[src/rtl/fetch_pkg.sv]
`default_nettype none
// ============================================================================
// Module   : fetch_pkg
// Purpose  : Shared state encoding, default timeout and strobe bundle for the
//            instruction-fetch sequencer.
// Revision : 1.0
// ============================================================================
package fetch_pkg;

    localparam int DEF_MEM_TIMEOUT = 16;

    typedef logic [2:0] state_t;

    localparam logic [2:0] S_IDLE   = 3'd0;
    localparam logic [2:0] S_T0     = 3'd1;
    localparam logic [2:0] S_T1     = 3'd2;
    localparam logic [2:0] S_T1W    = 3'd3;
    localparam logic [2:0] S_T2     = 3'd4;
    localparam logic [2:0] S_EXEC   = 3'd5;
    localparam logic [2:0] S_HALTED = 3'd6;
    localparam logic [2:0] S_FAULT  = 3'd7;

    typedef struct packed {
        logic PCout;
        logic Zlowout;
        logic MDRout;
        logic MARin;
        logic IncPC;
        logic Zin;
        logic PCin;
        logic Read;
        logic MDRin;
        logic IRin;
    } strobe_t;

    // Only one bus source per state keeps the downstream priority encoder honest.
    function automatic strobe_t decode_strobes(input state_t s);
        strobe_t st;
        st = '0;
        case (s)
            S_T0: begin
                st.PCout = 1'b1;
                st.MARin = 1'b1;
                st.IncPC = 1'b1;
                st.Zin   = 1'b1;
            end
            S_T1: begin
                st.Zlowout = 1'b1;
                st.PCin    = 1'b1;
                st.Read    = 1'b1;
                st.MDRin   = 1'b1;
            end
            S_T1W: begin
                st.Read  = 1'b1;
                st.MDRin = 1'b1;
            end
            S_T2: begin
                st.MDRout = 1'b1;
                st.IRin   = 1'b1;
            end
            default: ;
        endcase
        return st;
    endfunction

endpackage
`default_nettype wire

[src/rtl/fetch_wait_timer.sv]
`default_nettype none
// ============================================================================
// Module   : fetch_wait_timer
// Purpose  : Loadable memory-wait cycle counter with a terminal-count flag.
// Revision : 1.0
// ============================================================================
module fetch_wait_timer #(
    parameter int TERMINAL = 16
) (
    input  logic clk,
    input  logic rst,
    input  logic i_load,
    input  logic i_inc,
    output logic o_tc
);
    localparam int c_CNT_W = $clog2(TERMINAL) + 1;

    logic [c_CNT_W-1:0] r_count;

    // Load value is 1 because the load cycle itself is the first wait cycle.
    always_ff @(posedge clk or posedge rst) begin
        if (rst) begin
            r_count <= '0;
        end else if (i_load) begin
            r_count <= c_CNT_W'(1);
        end else if (i_inc) begin
            r_count <= r_count + c_CNT_W'(1);
        end
    end

    assign o_tc = (r_count == c_CNT_W'(TERMINAL - 1));

endmodule
`default_nettype wire

[src/rtl/fetch_sequencer.sv]
`default_nettype none
// ============================================================================
// Module   : fetch_sequencer
// Purpose  : Moore FSM driving the T0-T2 fetch microsequence and the execute
//            handshake. Define FETCH_PERF_EN to add the stall_count output.
// Revision : 1.0
// ============================================================================
module fetch_sequencer
    import fetch_pkg::*;
#(
    parameter int MEM_TIMEOUT = DEF_MEM_TIMEOUT,
    parameter int COUNT_W     = 16
) (
    input  logic               clock,
    input  logic               clear,
    input  logic               run,
    input  logic               halt_req,
    input  logic               mem_ready,
    input  logic               ex_done,
    output logic               PCout,
    output logic               Zlowout,
    output logic               MDRout,
    output logic               MARin,
    output logic               IncPC,
    output logic               Zin,
    output logic               PCin,
    output logic               Read,
    output logic               MDRin,
    output logic               IRin,
    output logic               ex_start,
    output logic               running,
    output logic               fault,
    output logic [COUNT_W-1:0] instr_count
`ifdef FETCH_PERF_EN
    ,
    output logic [31:0]        stall_count
`endif
);

    state_t              r_state;
    state_t              w_next;
    logic                r_ex_start;
    logic                r_halt_pending;
    logic [COUNT_W-1:0]  r_instr_count;
    strobe_t             w_strobes;
    logic                w_tc;
    logic                w_done_ok;
    logic                w_active;

    assign w_active  = (r_state != S_IDLE) && (r_state != S_HALTED) && (r_state != S_FAULT);
    // The EXEC entry cycle is exactly the cycle in which ex_start is high.
    assign w_done_ok = (r_state == S_EXEC) && !r_ex_start && ex_done;

    fetch_wait_timer #(
        .TERMINAL (MEM_TIMEOUT)
    ) u_wait_timer (
        .clk    (clock),
        .rst    (clear),
        .i_load (r_state == S_T1),
        .i_inc  ((r_state == S_T1W) && !mem_ready && !w_tc),
        .o_tc   (w_tc)
    );

    always_comb begin
        w_next = r_state;
        case (r_state)
            S_IDLE:   if (run) w_next = S_T0;
            S_T0:     w_next = S_T1;
            S_T1:     w_next = mem_ready ? S_T2 : S_T1W;
            S_T1W: begin
                if (mem_ready)  w_next = S_T2;
                else if (w_tc)  w_next = S_FAULT;
            end
            S_T2:     w_next = S_EXEC;
            S_EXEC: begin
                if (w_done_ok) begin
                    w_next = (r_halt_pending || halt_req || !run) ? S_HALTED : S_T0;
                end
            end
            S_HALTED: if (!run) w_next = S_IDLE;
            S_FAULT:  w_next = S_FAULT;
            default:  w_next = S_IDLE;
        endcase
    end

    always_ff @(posedge clock or posedge clear) begin
        if (clear) begin
            r_state        <= S_IDLE;
            r_ex_start     <= 1'b0;
            r_halt_pending <= 1'b0;
            r_instr_count  <= '0;
        end else begin
            r_state    <= w_next;
            r_ex_start <= (r_state == S_T2);
            if ((r_state == S_HALTED) && !run) begin
                r_halt_pending <= 1'b0;
            end else if (halt_req && w_active) begin
                r_halt_pending <= 1'b1;
            end
            if (w_done_ok) begin
                r_instr_count <= r_instr_count + COUNT_W'(1);
            end
        end
    end

`ifdef FETCH_PERF_EN
    logic [31:0] r_stall_count;

    always_ff @(posedge clock or posedge clear) begin
        if (clear) begin
            r_stall_count <= '0;
        end else if (((r_state == S_T1W) || ((r_state == S_EXEC) && !r_ex_start))
                     && (r_stall_count != 32'hFFFF_FFFF)) begin
            r_stall_count <= r_stall_count + 32'd1;
        end
    end

    assign stall_count = r_stall_count;
`endif

    assign w_strobes   = decode_strobes(r_state);
    assign PCout       = w_strobes.PCout;
    assign Zlowout     = w_strobes.Zlowout;
    assign MDRout      = w_strobes.MDRout;
    assign MARin       = w_strobes.MARin;
    assign IncPC       = w_strobes.IncPC;
    assign Zin         = w_strobes.Zin;
    assign PCin        = w_strobes.PCin;
    assign Read        = w_strobes.Read;
    assign MDRin       = w_strobes.MDRin;
    assign IRin        = w_strobes.IRin;
    assign ex_start    = r_ex_start;
    assign running     = w_active;
    assign fault       = (r_state == S_FAULT);
    assign instr_count = r_instr_count;

endmodule
`default_nettype wire
[config.mk]
export PLATFORM = sky130hd
export DESIGN_NAME = fetch_sequencer
export DESIGN_NICKNAME = d
export VERILOG_FILES = /design/src/rtl/fetch_pkg.sv /design/src/rtl/fetch_wait_timer.sv /design/src/rtl/fetch_sequencer.sv
export SDC_FILE = /design/constraint.sdc
export NUM_CORES = 1
export LEC_CHECK = 0
export ABC_AREA = 1
export CAP_MARGIN = 30
export CELL_PAD_IN_SITES_DETAIL_PLACEMENT = 0
export CELL_PAD_IN_SITES_GLOBAL_PLACEMENT = 2
export CORE_MARGIN = 5
export CORE_UTILIZATION = 30
export CTS_CLUSTER_DIAMETER = 150
export DETAILED_ROUTE_END_ITERATION = 8
export GPL_ROUTABILITY_DRIVEN = 0
export GPL_TIMING_DRIVEN = 1
export PLACE_DENSITY = 0.8
export SLEW_MARGIN = 20
export SYNTH_ARGS = -nofsm -noshare
export SYNTH_HDL_FRONTEND = slang
export SYNTH_SLANG_ARGS = --single-unit
[constraint.sdc]
create_clock -name clock -period 2.6 [get_ports clock]
set_clock_uncertainty 0.2 [all_clocks]
set_input_delay 0.65 -clock clock [delete_from_list [all_inputs] [get_ports clock]]
set_output_delay 0.65 -clock clock [all_outputs]
set_load 0.01 [all_outputs]
-- Word-level counts from Yosys, hierarchy flattened
Cells that the tools add are included.
- $add $sub $neg: 2
- equal/unequal tests: 14
- mux-type cells: 17
- reduce and logical (&&, ||, !) cells: 20
- operator list (cell ; number):
    2-to-1 mux 3 bit ; 8
    one-hot mux 3 bit (8 select lines) ; 1
    adder 16 x 1 -> 16 bit, second input constant ; 1
    == test 3 bit, second input constant ; 4
    2-to-1 mux 5 bit ; 2
    != test 3 bit, second input constant ; 3
    logical AND 1 bit ; 8
    == test 3 x 2 -> 1 bit, second input constant ; 2
    != test 2 bit, second input constant ; 3
    adder 5 x 1 -> 5 bit, second input constant ; 1
    == test 5 x 4 -> 1 bit, second input constant ; 1
    2-to-1 mux 1 bit ; 5
    logical NOT 1 bit ; 4
    AND reduction 4 bit ; 1
    nonzero test 2 bit ; 2
    == test 3 x 1 -> 1 bit, second input constant ; 1
    logical NOT 3 bit ; 1
    nonzero test 3 bit ; 1
    logical OR 1 bit ; 2
    2-to-1 mux 2 bit ; 1
    OR reduction 2 bit ; 1
- flip-flop bits (word level): 26
- bits of input ports: 6
- output and inout port bits: 29
- logic and storage cells: 58

-- Longest topological paths before layout
- word-level depth: 6
- gate-level depth with buffers: 10
- gate-level depth less buffers: 10

-- Modules after synthesis
A second synthesis with hierarchy kept.
- cells, all modules: 204
- area, all modules: 1591.5 um^2
- modules (own cells, without submodules) (module ; instances ; cells an instance ; area each (um^2) ; sequential area each (um^2)):
    fetch_sequencer ; 1 ; 174 ; 1335.0 ; 525.5
    fetch_wait_timer ; 1 ; 30 ; 256.5 ; 125.1

-- Worst setup path before layout
OpenSTA, ideal clock, no wires.
- path type: reg-to-output
- from: register r_state[2]
- to: output port MARin
- arrival time: 1.030 ns
- data required time: 1.750 ns
- setup slack: 0.720 ns
- cell stages (with the launch flop): 6
- path buffers: 2
- path through: dfrtp_1 -> clkbuf_4 -> inv_1 -> nand3_1 -> inv_1 -> buf_4
- cells in the longest elaborated chain, start to end: 2
- RTL lines (element ; RTL line ; RTL):
    from (decl) ; fetch_sequencer.sv:40 ; state_t r_state;
    from (signal assigned) ; fetch_sequencer.sv:93 ; r_state <= w_next;
    == test 3 x 1 -> 1 bit ; fetch_pkg.sv:40 ; case (s)
    2-to-1 mux 3 bit ; fetch_pkg.sv:40 ;
    to (decl) ; fetch_sequencer.sv:23 ; output logic MARin,
Every way passes these cells.

-- Final worst setup path
- from: register r_state[1]
- to: output port Zlowout
- cells in the longest elaborated chain, start to end: 2
- RTL lines (element ; RTL line ; RTL):
    == test 3 x 2 -> 1 bit ; fetch_pkg.sv:40 ;
    2-to-1 mux 1 bit ; fetch_pkg.sv:40 ;
    to (decl) ; fetch_sequencer.sv:21 ; output logic Zlowout,
Every way passes these cells.

==> impl_metrics.csv <==
group,metric,value,unit
status,outcome,"completed",
timing,post-route-min-period,2.487,ns
detailed_routing,vias_per_cell,4.375,
pwr,power.total,0.001704,W
run,drv_cap,0,
timing,rsz0062_at_grt,"yes",
floorplan,placementRows,26,
pwr,clockPowerShare,15.5,%
global_routing,grt_pass1_vias,1338,
global_routing,grt_start_max_net_pins,27,
logic_synthesis,synthesis.nets,214,
clock_network,cts_inserted_buffers,3,
worst_setup_path,r2r_start,"u_wait_timer.r_count[0]",
detailed_routing,num_vias,1365,
pwr,switching_share,39.05,%
placed_design,place_ws,0.2541,ns
detailed_routing,drtIter0Drc,35,
global_routing,grt_pass1_wl,6099,um
worst_setup_path,cp_cell_sequence,"inv_2 -> nor2_4 -> nand2_2 -> inv_1 -> clkdlybuf4s50_1",
timing,period_share,95.65,%
logic_synthesis,synth_top_area_share,40.94,%
placed_design,io_buffers,34,
worst_setup_path,critPathSlowestCell,"clkdlybuf4s50_1",
pwr,power.leakage,1.030,nW
final_layout,num-fill-cells,566,
logic_synthesis,netlist_top_cells_count,"nand2_1 (57), inv_1 (30), dfrtp_1 (26)",
worst_hold_path,hp-class,"flip-flop to flip-flop",
floorplan,die_area,6853,um2
final_layout,drive_above_1_share,16.12,%
worst_setup_path,cp.required,1.75,ns
clock_network,clock_sinks,26,
worst_setup_path,critPathMaxFanout,6,
placed_design,post_dp_cell_area,1961,um2
timing,hold_viol,0,
worst_setup_path,worst-endpoint-arrival,1.64,ns
timing,fin_ws,0.1130,ns
timing,tightestPinTransition,0.3504,ns
logic_synthesis,ys_types,27,
pwr,pwr-share-seq,34.3,%
clock_network,htreeDepth,1,
clock_network,clock_latency,0.27,ns
global_routing,antenna_found_initial,0,
detailed_routing,wl,3550,um
worst_setup_path,max_stage_delay,0.53,ns
logic_synthesis,synthCells,205,
pwr,ir_drop,0.0002695,V
final_layout,area_growth,30.71,%
worst_hold_path,min_from,"instr_count[15]",
detailed_routing,wire_per_inst,11.38,um
detailed_routing,ant_nets,0,
timing,setup_viol,0,
logic_synthesis,synth_area_leaders,"dfrtp_1 (41%), nand2_1 (13%), inv_1 (7.1%), nand3_1 (4.7%), buf_4 (3.3%)",
final_layout,fin_area,2077,um2
logic_synthesis,synth_top_cell_by_area,"dfrtp_1",
floorplan,fp.dieH,82.78,um
final_layout,fin_cells,312,
detailed_routing,dr.pass1.iters,4,
logic_synthesis,async_reset_ff_share,100.0,%
logic_synthesis,yosysMostFrequentCell,"nand2_1",
clock_network,path_clk_slew,0.09,ns
placed_design,hpwl,2620,um
clock_network,cts_tree,"built",
clock_network,post_cts_hold_buffer_count,0,
timing,slew_headroom,76.64,%
clock_network,clockRootBuffer,"clkbuf_8",
pwr,pwr-share-comb,50.2,%
global_routing,track_usage,11.44,%
logic_synthesis,yosys_warnings,0,
floorplan,initial_core_util,30.92,%
pwr,switching_power,0.0006655,W
timing,finalMaxSlewViolations,0,
final_layout,finalNetCount,252,
logic_synthesis,synth_seq_cells,26,
floorplan,boundaryPins,35,
logic_synthesis,syn_area,1589,um2
worst_setup_path,crit_path_end_kind,"primary output",
logic_synthesis,seq_area_frac_synth,40.94,%
floorplan,dieWidth,82.78,um
pwr,p_int,0.001039,W
worst_setup_path,crit_path_start_kind,"flip-flop",
logic_synthesis,ys.flop_type,"dfrtp_1",
clock_network,cts.path.max_buffers,2,
worst_setup_path,critPathLaunch,"r_state[1]",
worst_setup_path,critical_path_class,"flip-flop to primary output",
pwr,p_per_area,820.5,nW/um2
global_routing,gr-total-overflow,0,
floorplan,coreArea,5140,um2
logic_synthesis,synth-edff-count,0,
placed_design,dp_cells,302,
timing,fmax,402.1,MHz
final_layout,antenna_cells,0,
detailed_routing,drt_drc_violations_left,0,
logic_synthesis,synth_area_per_cell,7.751,um2
## sequential cells by signal, indices dropped and copies added (netlist names)
signal	count
ex_start	1
instr_count	16
r_halt_pending	1
r_state	3
u_wait_timer.r_count	5
## critical path, delay by kind of cell, from the launching register on
| kind | cells | cell delay (ns) |
|---|---|---|
| buffers and inverters | 3 | 0.71 |
| DFF | 1 | 0.43 |
| and+or+nand+nor | 2 | 0.23 |
## routing by layer
layer  track usage (%)  up-vias  part of all wire, %  wire length [um]
met5                 0        -                    0                 0
met3             2.052        2                  3.9               137
li1                  -      707                    -                 -
met1             14.79      633                   46              1624
met2             19.39       23                   50              1768
met4             3.431        0                 0.54                19
## stage by stage
step	TNS, ns	utilization [%]	hold slack (ns)
CTS	0	39.70	0.3121
floorplan	0	-	0.2668
detailed placement	0	38.15	0.2854
finish	0	40.41	0.3068
global placement	0	38.15	0.2829
global route	-0.005953	40.41	0.3434
## what timing repair did
action,4_1_cts,5_1_grt
resized for setup,2,6
setup buffers,3,3
endpoints found under the setup margin,7,12
## power groups by stage
stage | clock (W) | combinational (W) | sequential, W
floorplan | 0 | 0.000537 | 0.000567
global placement | 0 | 0.000783 | 0.000599
detailed placement | 0 | 0.000780 | 0.000597
CTS | 0.000281 | 0.000831 | 0.000579
global route | 0.000295 | 0.000959 | 0.000598
finish | 0.000264 | 0.000856 | 0.000585
## cell usage in the layout (no fill, tap or decap), drive strengths merged
master,count
nor2,19
inv,33
nor3,7
nand2,63
o21ai,7
a21oi,3
nand4,6
o211ai,1
xor2,4
nand3,16
clkbuf,4
ha,3
dlymetal6s2s,2
nand3b,2
dfrtp,26
clkdlybuf4s50,32
xnor2,5
buf,8
o22ai,1
## cell type report
type / instances / area, um2 / area share (%)
timing repair buffer: 42 / 405.4 / 19.52
sequential: 26 / 654.4 / 31.51
tap: 70 / 87.58 / 4.217
multi-input combinational: 137 / 750.7 / 36.14
inverter: 33 / 123.9 / 5.964
clock buffer: 4 / 55.05 / 2.651
## final timing paths
check / slack [ns] / depth (start not counted) / to
worst max register to register: 0.77 / 10 / r_state[1]
worst max-delay path: 0.11 / 5 / Zlowout
worst min-delay path: 0.31 / 2 / instr_count[15]
min in group asynchronous: 0.53 / 3 / instr_count[2]
max in group asynchronous: 1.39 / 3 / r_state[2]
worst min register to register: 0.31 / 2 / instr_count[15]
## kinds of logic (layout without fill, tap and decap cells)
| group | count (synthesis) | after routing | share of synthesized area [%] |
|---|---|---|---|
| AND/OR/NAND/NOR | 113 | 113 | 34.25 |
| buffers and inverters | 42 | 79 | 12.28 |
| flip-flops | 26 | 26 | 40.94 |
| AO/OA/AOI/OAI | 12 | 12 | 4.252 |
| XOR/XNOR | 9 | 9 | 5.906 |
| adder cells (fa/ha/maj) | 3 | 3 | 2.362 |
Note: power is estimated with default switching activity, not from simulation.
